`src/rtl/bcd_conv_arbiter_if.sv`:
```
// Handshake bundle for bcd_conv_arbiter: two requester channels carrying
// 8-bit binary values in, one result channel carrying 3-digit BCD out.
// The slave modport is the converter's view; master is the environment's.
interface bcd_conv_arbiter_if;
  logic        req0_valid;
  logic [7:0]  req0_data;
  logic        req0_ready;
  logic        req1_valid;
  logic [7:0]  req1_data;
  logic        req1_ready;
  logic        out_valid;
  logic [11:0] out_bcd;
  logic        out_id;
  logic        out_ready;

  modport slave (
    input  req0_valid,
    input  req0_data,
    output req0_ready,
    input  req1_valid,
    input  req1_data,
    output req1_ready,
    output out_valid,
    output out_bcd,
    output out_id,
    input  out_ready
  );

  modport master (
    output req0_valid,
    output req0_data,
    input  req0_ready,
    output req1_valid,
    output req1_data,
    input  req1_ready,
    input  out_valid,
    input  out_bcd,
    input  out_id,
    output out_ready
  );
endinterface

```
`src/rtl/bcd_conv_arbiter.sv`:
```
// bcd_conv_arbiter: round-robin arbiter in front of a sequential double-dabble
// binary-to-BCD converter. One 8-bit value is accepted from either requester,
// converted over several cycles and presented as three BCD digits together
// with the index of the requester that supplied it.
//
// Build option: define BCD_CONV_DUAL_SHIFT_EN to retire two add-3/shift
// iterations per cycle (4-cycle conversion instead of 8). Results are
// bit-identical in both builds.
module bcd_conv_arbiter (
  input  logic              clk,
  input  logic              rst_n,
  bcd_conv_arbiter_if.slave bus
);

  typedef enum logic [1:0] {
    IDLE    = 2'd0,
    CONVERT = 2'd1,
    RESULT  = 2'd2
  } state_t;

`ifdef BCD_CONV_DUAL_SHIFT_EN
  // Two iterations per cycle: counter walks 0..3.
  localparam logic [2:0] LAST_CNT = 3'd3;
`else
  // One iteration per cycle: counter walks 0..7.
  localparam logic [2:0] LAST_CNT = 3'd7;
`endif

  // One double-dabble iteration: bump every digit >= 5 by 3, then shift the
  // {bcd, binary} pair left so the binary MSB enters the ones digit. For an
  // 8-bit source the hundreds digit never exceeds 2, so the bit shifted out
  // of the top is always zero.
  function automatic logic [19:0] dabble_step(input logic [11:0] bcd,
                                              input logic [7:0]  bin);
    logic [11:0] adj;
    adj = bcd;
    for (int d = 0; d < 3; d++) begin
      if (adj[d*4 +: 4] >= 4'd5) begin
        adj[d*4 +: 4] = adj[d*4 +: 4] + 4'd3;
      end
    end
    return {adj[10:0], bin, 1'b0};
  endfunction

  state_t      r_state;
  state_t      w_state_nxt;

  logic [7:0]  r_bin;
  logic [11:0] r_bcd;
  logic [2:0]  r_cnt;
  logic        r_id;
  logic        r_ptr;

  logic [11:0] r_out_bcd;
  logic        r_out_id;
  logic        r_out_valid;

  logic        w_gnt_vld;
  logic        w_gnt_id;
  logic        w_accept;
  logic        w_done;
  logic        w_out_hs;
  logic [7:0]  w_sel_data;
  logic [19:0] w_step1;
  logic [19:0] w_step;

  assign w_step1 = dabble_step(r_bcd, r_bin);

`ifdef BCD_CONV_DUAL_SHIFT_EN
  assign w_step = dabble_step(w_step1[19:8], w_step1[7:0]);
`else
  assign w_step = w_step1;
`endif

  // Grant decision: only in IDLE and out of reset; contention resolved by
  // the round-robin pointer, a lone requester always wins.
  always_comb begin
    w_gnt_vld = 1'b0;
    w_gnt_id  = 1'b0;
    if (rst_n && (r_state == IDLE)) begin
      if (bus.req0_valid && bus.req1_valid) begin
        w_gnt_vld = 1'b1;
        w_gnt_id  = r_ptr;
      end else if (bus.req0_valid) begin
        w_gnt_vld = 1'b1;
        w_gnt_id  = 1'b0;
      end else if (bus.req1_valid) begin
        w_gnt_vld = 1'b1;
        w_gnt_id  = 1'b1;
      end
    end
  end

  // A grant is only issued to a requester that is already valid, so a grant
  // is an accept.
  assign w_accept   = w_gnt_vld;
  assign w_sel_data = w_gnt_id ? bus.req1_data : bus.req0_data;
  assign w_done     = (r_state == CONVERT) && (r_cnt == LAST_CNT);
  assign w_out_hs   = r_out_valid && bus.out_ready;

  assign bus.req0_ready = w_gnt_vld & ~w_gnt_id;
  assign bus.req1_ready = w_gnt_vld &  w_gnt_id;
  assign bus.out_valid  = r_out_valid;
  assign bus.out_bcd    = r_out_bcd;
  assign bus.out_id     = r_out_id;

  // Next-state logic for the IDLE -> CONVERT -> RESULT loop.
  always_comb begin
    w_state_nxt = r_state;
    case (r_state)
      IDLE: begin
        if (w_accept) begin
          w_state_nxt = CONVERT;
        end
      end
      CONVERT: begin
        if (w_done) begin
          w_state_nxt = RESULT;
        end
      end
      RESULT: begin
        if (w_out_hs) begin
          w_state_nxt = IDLE;
        end
      end
      default: begin
        w_state_nxt = IDLE;
      end
    endcase
  end

  // State register; reset aborts any conversion in flight.
  always_ff @(posedge clk) begin
    if (!rst_n) begin
      r_state <= IDLE;
    end else begin
      r_state <= w_state_nxt;
    end
  end

  // Control: iteration counter, round-robin pointer and the result register.
  always_ff @(posedge clk) begin
    if (!rst_n) begin
      r_cnt       <= 3'd0;
      r_ptr       <= 1'b0;
      r_out_valid <= 1'b0;
      r_out_bcd   <= 12'd0;
      r_out_id    <= 1'b0;
    end else begin
      if (w_accept) begin
        r_cnt <= 3'd0;
        r_ptr <= ~w_gnt_id;
      end else if (w_done) begin
        r_cnt <= 3'd0;
      end else if (r_state == CONVERT) begin
        r_cnt <= r_cnt + 3'd1;
      end

      if (w_done) begin
        r_out_valid <= 1'b1;
        r_out_bcd   <= w_step[19:8];
        r_out_id    <= r_id;
      end else if (w_out_hs) begin
        r_out_valid <= 1'b0;
      end
    end
  end

  // Datapath: capture on accept, then one (or two) dabble steps per cycle.
  always_ff @(posedge clk) begin
    if (w_accept) begin
      r_bin <= w_sel_data;
      r_bcd <= 12'd0;
      r_id  <= w_gnt_id;
    end else if (r_state == CONVERT) begin
      r_bcd <= w_step[19:8];
      r_bin <= w_step[7:0];
    end
  end

endmodule

```
`src/flat_wrapper.sv`:
```
// flat-port wrapper written by rule: the top's interface ports become plain ports
module bcd_conv_arbiter_flat 
  (clk, rst_n, bus_req0_valid, bus_req0_data, bus_req0_ready, bus_req1_valid, bus_req1_data, bus_req1_ready, bus_out_valid, bus_out_bcd, bus_out_id, bus_out_ready);
  bcd_conv_arbiter_if bus_i ();
  input  logic clk;
  input  logic rst_n;
  input wire logic [$bits(bus_i.req0_valid)-1:0] bus_req0_valid;
  input wire logic [$bits(bus_i.req0_data)-1:0] bus_req0_data;
  output wire logic [$bits(bus_i.req0_ready)-1:0] bus_req0_ready;
  input wire logic [$bits(bus_i.req1_valid)-1:0] bus_req1_valid;
  input wire logic [$bits(bus_i.req1_data)-1:0] bus_req1_data;
  output wire logic [$bits(bus_i.req1_ready)-1:0] bus_req1_ready;
  output wire logic [$bits(bus_i.out_valid)-1:0] bus_out_valid;
  output wire logic [$bits(bus_i.out_bcd)-1:0] bus_out_bcd;
  output wire logic [$bits(bus_i.out_id)-1:0] bus_out_id;
  input wire logic [$bits(bus_i.out_ready)-1:0] bus_out_ready;
  assign bus_i.req0_valid = bus_req0_valid;
  assign bus_i.req0_data = bus_req0_data;
  assign bus_req0_ready = bus_i.req0_ready;
  assign bus_i.req1_valid = bus_req1_valid;
  assign bus_i.req1_data = bus_req1_data;
  assign bus_req1_ready = bus_i.req1_ready;
  assign bus_out_valid = bus_i.out_valid;
  assign bus_out_bcd = bus_i.out_bcd;
  assign bus_out_id = bus_i.out_id;
  assign bus_i.out_ready = bus_out_ready;
  bcd_conv_arbiter u_core (.clk(clk), .rst_n(rst_n), .bus(bus_i));
endmodule
```
`config.mk`:
```
export PLATFORM = sky130hd
export DESIGN_NAME = bcd_conv_arbiter_flat
export DESIGN_NICKNAME = d
export VERILOG_FILES = /design/src/rtl/bcd_conv_arbiter_if.sv /design/src/rtl/bcd_conv_arbiter.sv /design/src/flat_wrapper.sv
export SDC_FILE = /design/constraint.sdc
export NUM_CORES = 1
export LEC_CHECK = 0
export CORE_ASPECT_RATIO = 0.5
export CORE_UTILIZATION = 55
export DETAILED_ROUTE_END_ITERATION = 8
export DONT_BUFFER_PORTS = 1
export HOLD_SLACK_MARGIN = 0.06
export MAX_ROUTING_LAYER = met4
export PLACE_DENSITY = 0.76
export SLEW_MARGIN = 20
export SYNTH_ARGS = -nofsm -noshare
export SYNTH_HDL_FRONTEND = slang
export SYNTH_SLANG_ARGS = --single-unit
```
`constraint.sdc`:
```
create_clock -name clk -period 5.6 [get_ports clk]
set_clock_uncertainty 0.2 [all_clocks]
set_input_delay 1.12 -clock clk [delete_from_list [all_inputs] [get_ports clk]]
set_output_delay 1.12 -clock clk [all_outputs]
set_load 0.1 [all_outputs]
```
# Word level (Yosys, flattened, before mapping)
# Index checks and enable logic that the tools add are counted.
# word_totals
register_bits	41
word_cells	54
input_bits	21
out_inout_bits	16
# classes
addsub	4
n_mux	19
n_eq_ne	6
magnitude_cmp	3
reduce_logical	9
n_bitwise	4
# ops
op	count
$mux W8	3
$ge A4 B3 Y1 const B	3
$mux W1	9
$add A4 B2 Y4 const B	2
$mux W4	2
$mux W2	3
$ne A2 B1 Y1 const B	3
$pmux W2 S3	1
$logic_and A1 B1 Y1	4
$reduce_bool A2 Y1	2
$add A3 B1 Y3 const B	1
$add A3 B2 Y3 const B	1
$eq A3 B3 Y1 const B	1
$mux W3	1
$reduce_and A3 Y1	1
$reduce_or A3 Y1	1
$and A1 B1 Y1	2
$eq A2 B1 Y1 const B	1
$eq A2 B2 Y1 const B	1
$logic_not A2 Y1	1
$not A1 Y1	2

# Depth between registers and ports, before layout
# depth
depth_word	6
ltp_mapped	7
ltp_nobuf	6

# Worst setup path after synthesis
# Ideal clock, no wire load.
# synth_timing
kind	input -> output
startpoint	input rst_n
endpoint	output bus_req0_ready
t_required_ns	4.280
slack_ns	1.275
arrival_ns	3.005
path_buffers	1
stages	4
path_cell_list	buf_4 nor3b_4 and3_1 nor2_1
# synth_via
elab_chain_len	4
elab_cells_between_ends	5
cone_classes	2 x mux; 2 x bitwise; 1 x reduce/logical
# synth_lines
item	line	rtl
start: declaration	flat_wrapper.sv:6	input logic rst_n;
$logic_and A1 B1 Y1 *	bcd_conv_arbiter.sv:80	if (rst_n && (r_state == IDLE)) begin
$mux W1	bcd_conv_arbiter.sv:80	
$not A1 Y1	bcd_conv_arbiter.sv:101	assign bus.req0_ready = w_gnt_vld & ~w_gnt_id;
$and A1 B1 Y1 *	bcd_conv_arbiter.sv:101	
end: declaration	flat_wrapper.sv:9	output wire logic [$bits(bus_i.req0_ready)-1:0] bus_req0_ready;
# Every way passes the cells marked *; elsewhere a longest branch is shown, timed or not.

# Worst setup path in the final report
# layout_timing
startpoint	input rst_n
endpoint	output bus_req1_ready
# layout_via
elab_chain_len	3
elab_cells_between_ends	4
cone_classes	2 x mux; 1 x bitwise; 1 x reduce/logical
# layout_lines
item	line	rtl
$logic_and A1 B1 Y1 *	bcd_conv_arbiter.sv:80	
$mux W1	bcd_conv_arbiter.sv:80	
$and A1 B1 Y1 *	bcd_conv_arbiter.sv:102	assign bus.req1_ready = w_gnt_vld & w_gnt_id;
end: declaration	flat_wrapper.sv:12	output wire logic [$bits(bus_i.req1_ready)-1:0] bus_req1_ready;
# Marked as above.

==> flow_summary.json <==
{
  "outcome": "finished, final reports clean",
  "n_fill_cell": 262,
  "relSlewSlack_pct": 34.2,
  "ioPinCount": 37,
  "cts_tree": "yes",
  "drive_gt1_share_pct": 8.87,
  "clkLatencyLatePin_ns": 0.29,
  "gp_congestion": 0.762,
  "first_global_vias": 1347,
  "synthArstFlopShare_pct": 0,
  "synth-main-ff-cell": "dfxtp_1",
  "path_cells": "nor3b_4 -> and3_1",
  "yosysTopAreaCellShare_pct": 33.5,
  "ctsHoldBuffers": 0,
  "grt_setup_unrepaired": "false",
  "start_util_pct": 60.7,
  "hp-start": "u_core.r_bcd[9]",
  "post_cts.repair.setup_buffers": 0,
  "fin_tns_setup_ns": 0,
  "antenna_left": 0,
  "syn2layout_area_growth_pct": 4.97,
  "final_util_pct": 63.7,
  "die_x_um": 85.4,
  "hpwl_um": 2480,
  "cts_root_buffer": "clkbuf_8",
  "overflow": 0,
  "cp-startpoint": "rst_n",
  "clock_power_share_pct": 27.8,
  "drt_iter0_markers": 40,
  "p_int_uw": 577,
  "synth_cells": 205,
  "antenna_found_initial": 0,
  "h-tree-depth": 2,
  "critical_path_arrival_ns": 2.20,
  "antenna_cells": 0,
  "clk_pin_slew_ns": 0.08,
  "synth_most_common_cell": "dfxtp_1",
  "cts_buffers": 5,
  "nNetsFinal": 231,
  "critPathKind": "primary input to output port",
  "grt_util_all_layers_pct": 21.5,
  "min_period_ns": 3.52,
  "startpoint_type": "primary input",
  "setup_violations": 0,
  "synth_nets": 234,
  "vias": 1431,
  "finalWirelength_um": 3570,
  "yosysWarnings": 0,
  "cp_slowest_cell": "and3_1",
  "worst_pin_slew_ns": 0.986,
  "yosys.area.top_type": "dfxtp_1",
  "dieArea_mm2": 0.00373,
  "min_path_type": "flop to flop",
  "hold_viol": 0,
  "p_seq_share_pct": 46.2,
  "leakage_nw": 0.780,
  "cts.sinks": 41,
  "dr.pass1.iters": 4,
  "final.period_utilization_pct": 62.8,
  "ir_drop_mv": 0.209,
  "p_per_area_mw_per_mm2": 414,
  "fp.dieH_um": 43.7,
  "cts_resized": 0,
  "drv_slew": 0,
  "ys_seq_elements": 41,
  "cts_max_path_buffers": 2,
  "drc": 0,
  "fp.coreArea_mm2": 0.00315,
  "max_freq_mhz": 284,
  "power_switching_uw": 254,
  "crit_fanout": 18,
  "ys_types": 40,
  "viasPerCell": 5.89,
  "swShare_pct": 30.6,
  "wire_per_inst_um": 14.7,
  "synth_edf_count": 9,
  "synth_area_leaders": "dfxtp_1 (33%), edfxtp_1 (14%), ha_1 (5.2%), a21oi_1 (4.7%), nand2_1 (4.7%)",
  "power_frac_comb_pct": 26.1,
  "critical-path-top-delay-family": "simple AND/OR/NAND/NOR gates",
  "cap_violations": 0,
  "port_buffers": 0,
  "postSynthAreaPerCell_um2": 9.33,
  "ys_seq_area_share_pct": 47.6,
  "worst-endpoint-required_ns": 4.28,
  "endpoint_kind": "output port",
  "netlist_area_mm2": 0.00191,
  "cp_num_buf_inv": 0,
  "max_stage_delay_ns": 0.85,
  "r2r_start": "u_core.r_state[1]",
  "grt_pass1_wl_um": 5800,
  "grt_max_degree": 29,
  "rows": 14,
  "synthTopCellsByCount": "dfxtp_1 (32), nand2_1 (24), a21oi_1 (18)"
}
## power by group through the flow
stage               clock network [mW]  registers, mW  logic, mW
finish                           0.231          0.384      0.217
global route                     0.251          0.389      0.242
CTS                              0.236          0.383      0.216
detailed placement                   0          0.390      0.213
global placement                     0          0.388      0.205
floorplan                            0          0.380      0.184
## layout by cell type, fill, tap and decap left out, drive strengths merged, types with 2 or more instances in the layout
cell type	synthesis	routed
nand3	7	7
or3b	2	2
o21ai	19	19
ha	8	8
mux2	3	3
a22o	5	5
nor3	5	5
clkbuf	1	6
o22ai	9	9
xnor2	3	3
nand4	2	2
dfxtp	32	32
a31oi	2	2
and3	2	2
edfxtp	9	9
inv	10	10
nand2	25	25
nor3b	5	5
nor2	7	7
a21o	5	5
nand2b	5	5
a21oi	18	18
## registers in the layout, indices dropped and copies added (netlist names)
name and count:
u_core.bus.out_bcd 12, u_core.bus.out_id 1, u_core.bus.out_valid 1, u_core.r_bcd 12
u_core.r_bin 8, u_core.r_cnt 3, u_core.r_id 1, u_core.r_ptr 1
u_core.r_state 2
## through the flow
stage / power [mW] / instances / setup slack (ns) / hold slack, ns / area [um2]
floorplan: 0.564 / 205 / 1.27 / 0.244 / 1910
global placement: 0.593 / 235 / 2.09 / 0.260 / 1900
detailed placement: 0.603 / 235 / 2.10 / 0.276 / 1900
CTS: 0.835 / 243 / 2.09 / 0.290 / 2010
global route: 0.883 / 243 / 2.07 / 0.319 / 2010
finish: 0.832 / 243 / 2.08 / 0.290 / 2010
## layout make-up
cell class	count	area, um2	share of cell area, %
Sequential cell	41	911	45.4
Multi-Input combinational cell	143	895	44.5
Clock buffer	6	72.6	3.61
Tap cell	40	50.0	2.49
Inverter	10	37.5	1.87
Clock inverter	2	35.0	1.74
Timing Repair Buffer	1	7.51	0.374
## worst paths after layout
| kind | end | slack (ns) | cells after the start |
|---|---|---|---|
| worst min-delay path | u_core.r_bcd[9] | 0.29 | 2 |
| worst max-delay path | bus_req1_ready | 2.08 | 2 |
| worst min register to register | u_core.r_bcd[9] | 0.29 | 2 |
| worst max register to register | u_core.r_bin[6] | 3.55 | 5 |
## metal layers
metal	share of wire, %	GRT usage (%)
met2	45	34.7
met4	0.39	7.00
met3	7.0	6.67
met5	0	-
met1	47	26.3
## logic make-up (layout without fill, tap and decap cells)
logic type | after synthesis | after routing | share of synthesized area [%]
and+or+nand+nor | 66 | 66 | 18.5
AOI/OAI and AO/OA | 62 | 62 | 19.2
DFF | 41 | 41 | 47.6
buffers and inverters | 21 | 19 | 5.76
adders and majority gates | 8 | 8 | 5.23
muxes | 4 | 4 | 2.29
xor gates and xnor gates | 3 | 3 | 1.37
No activity file was read; power rests on OpenSTA's default activity.
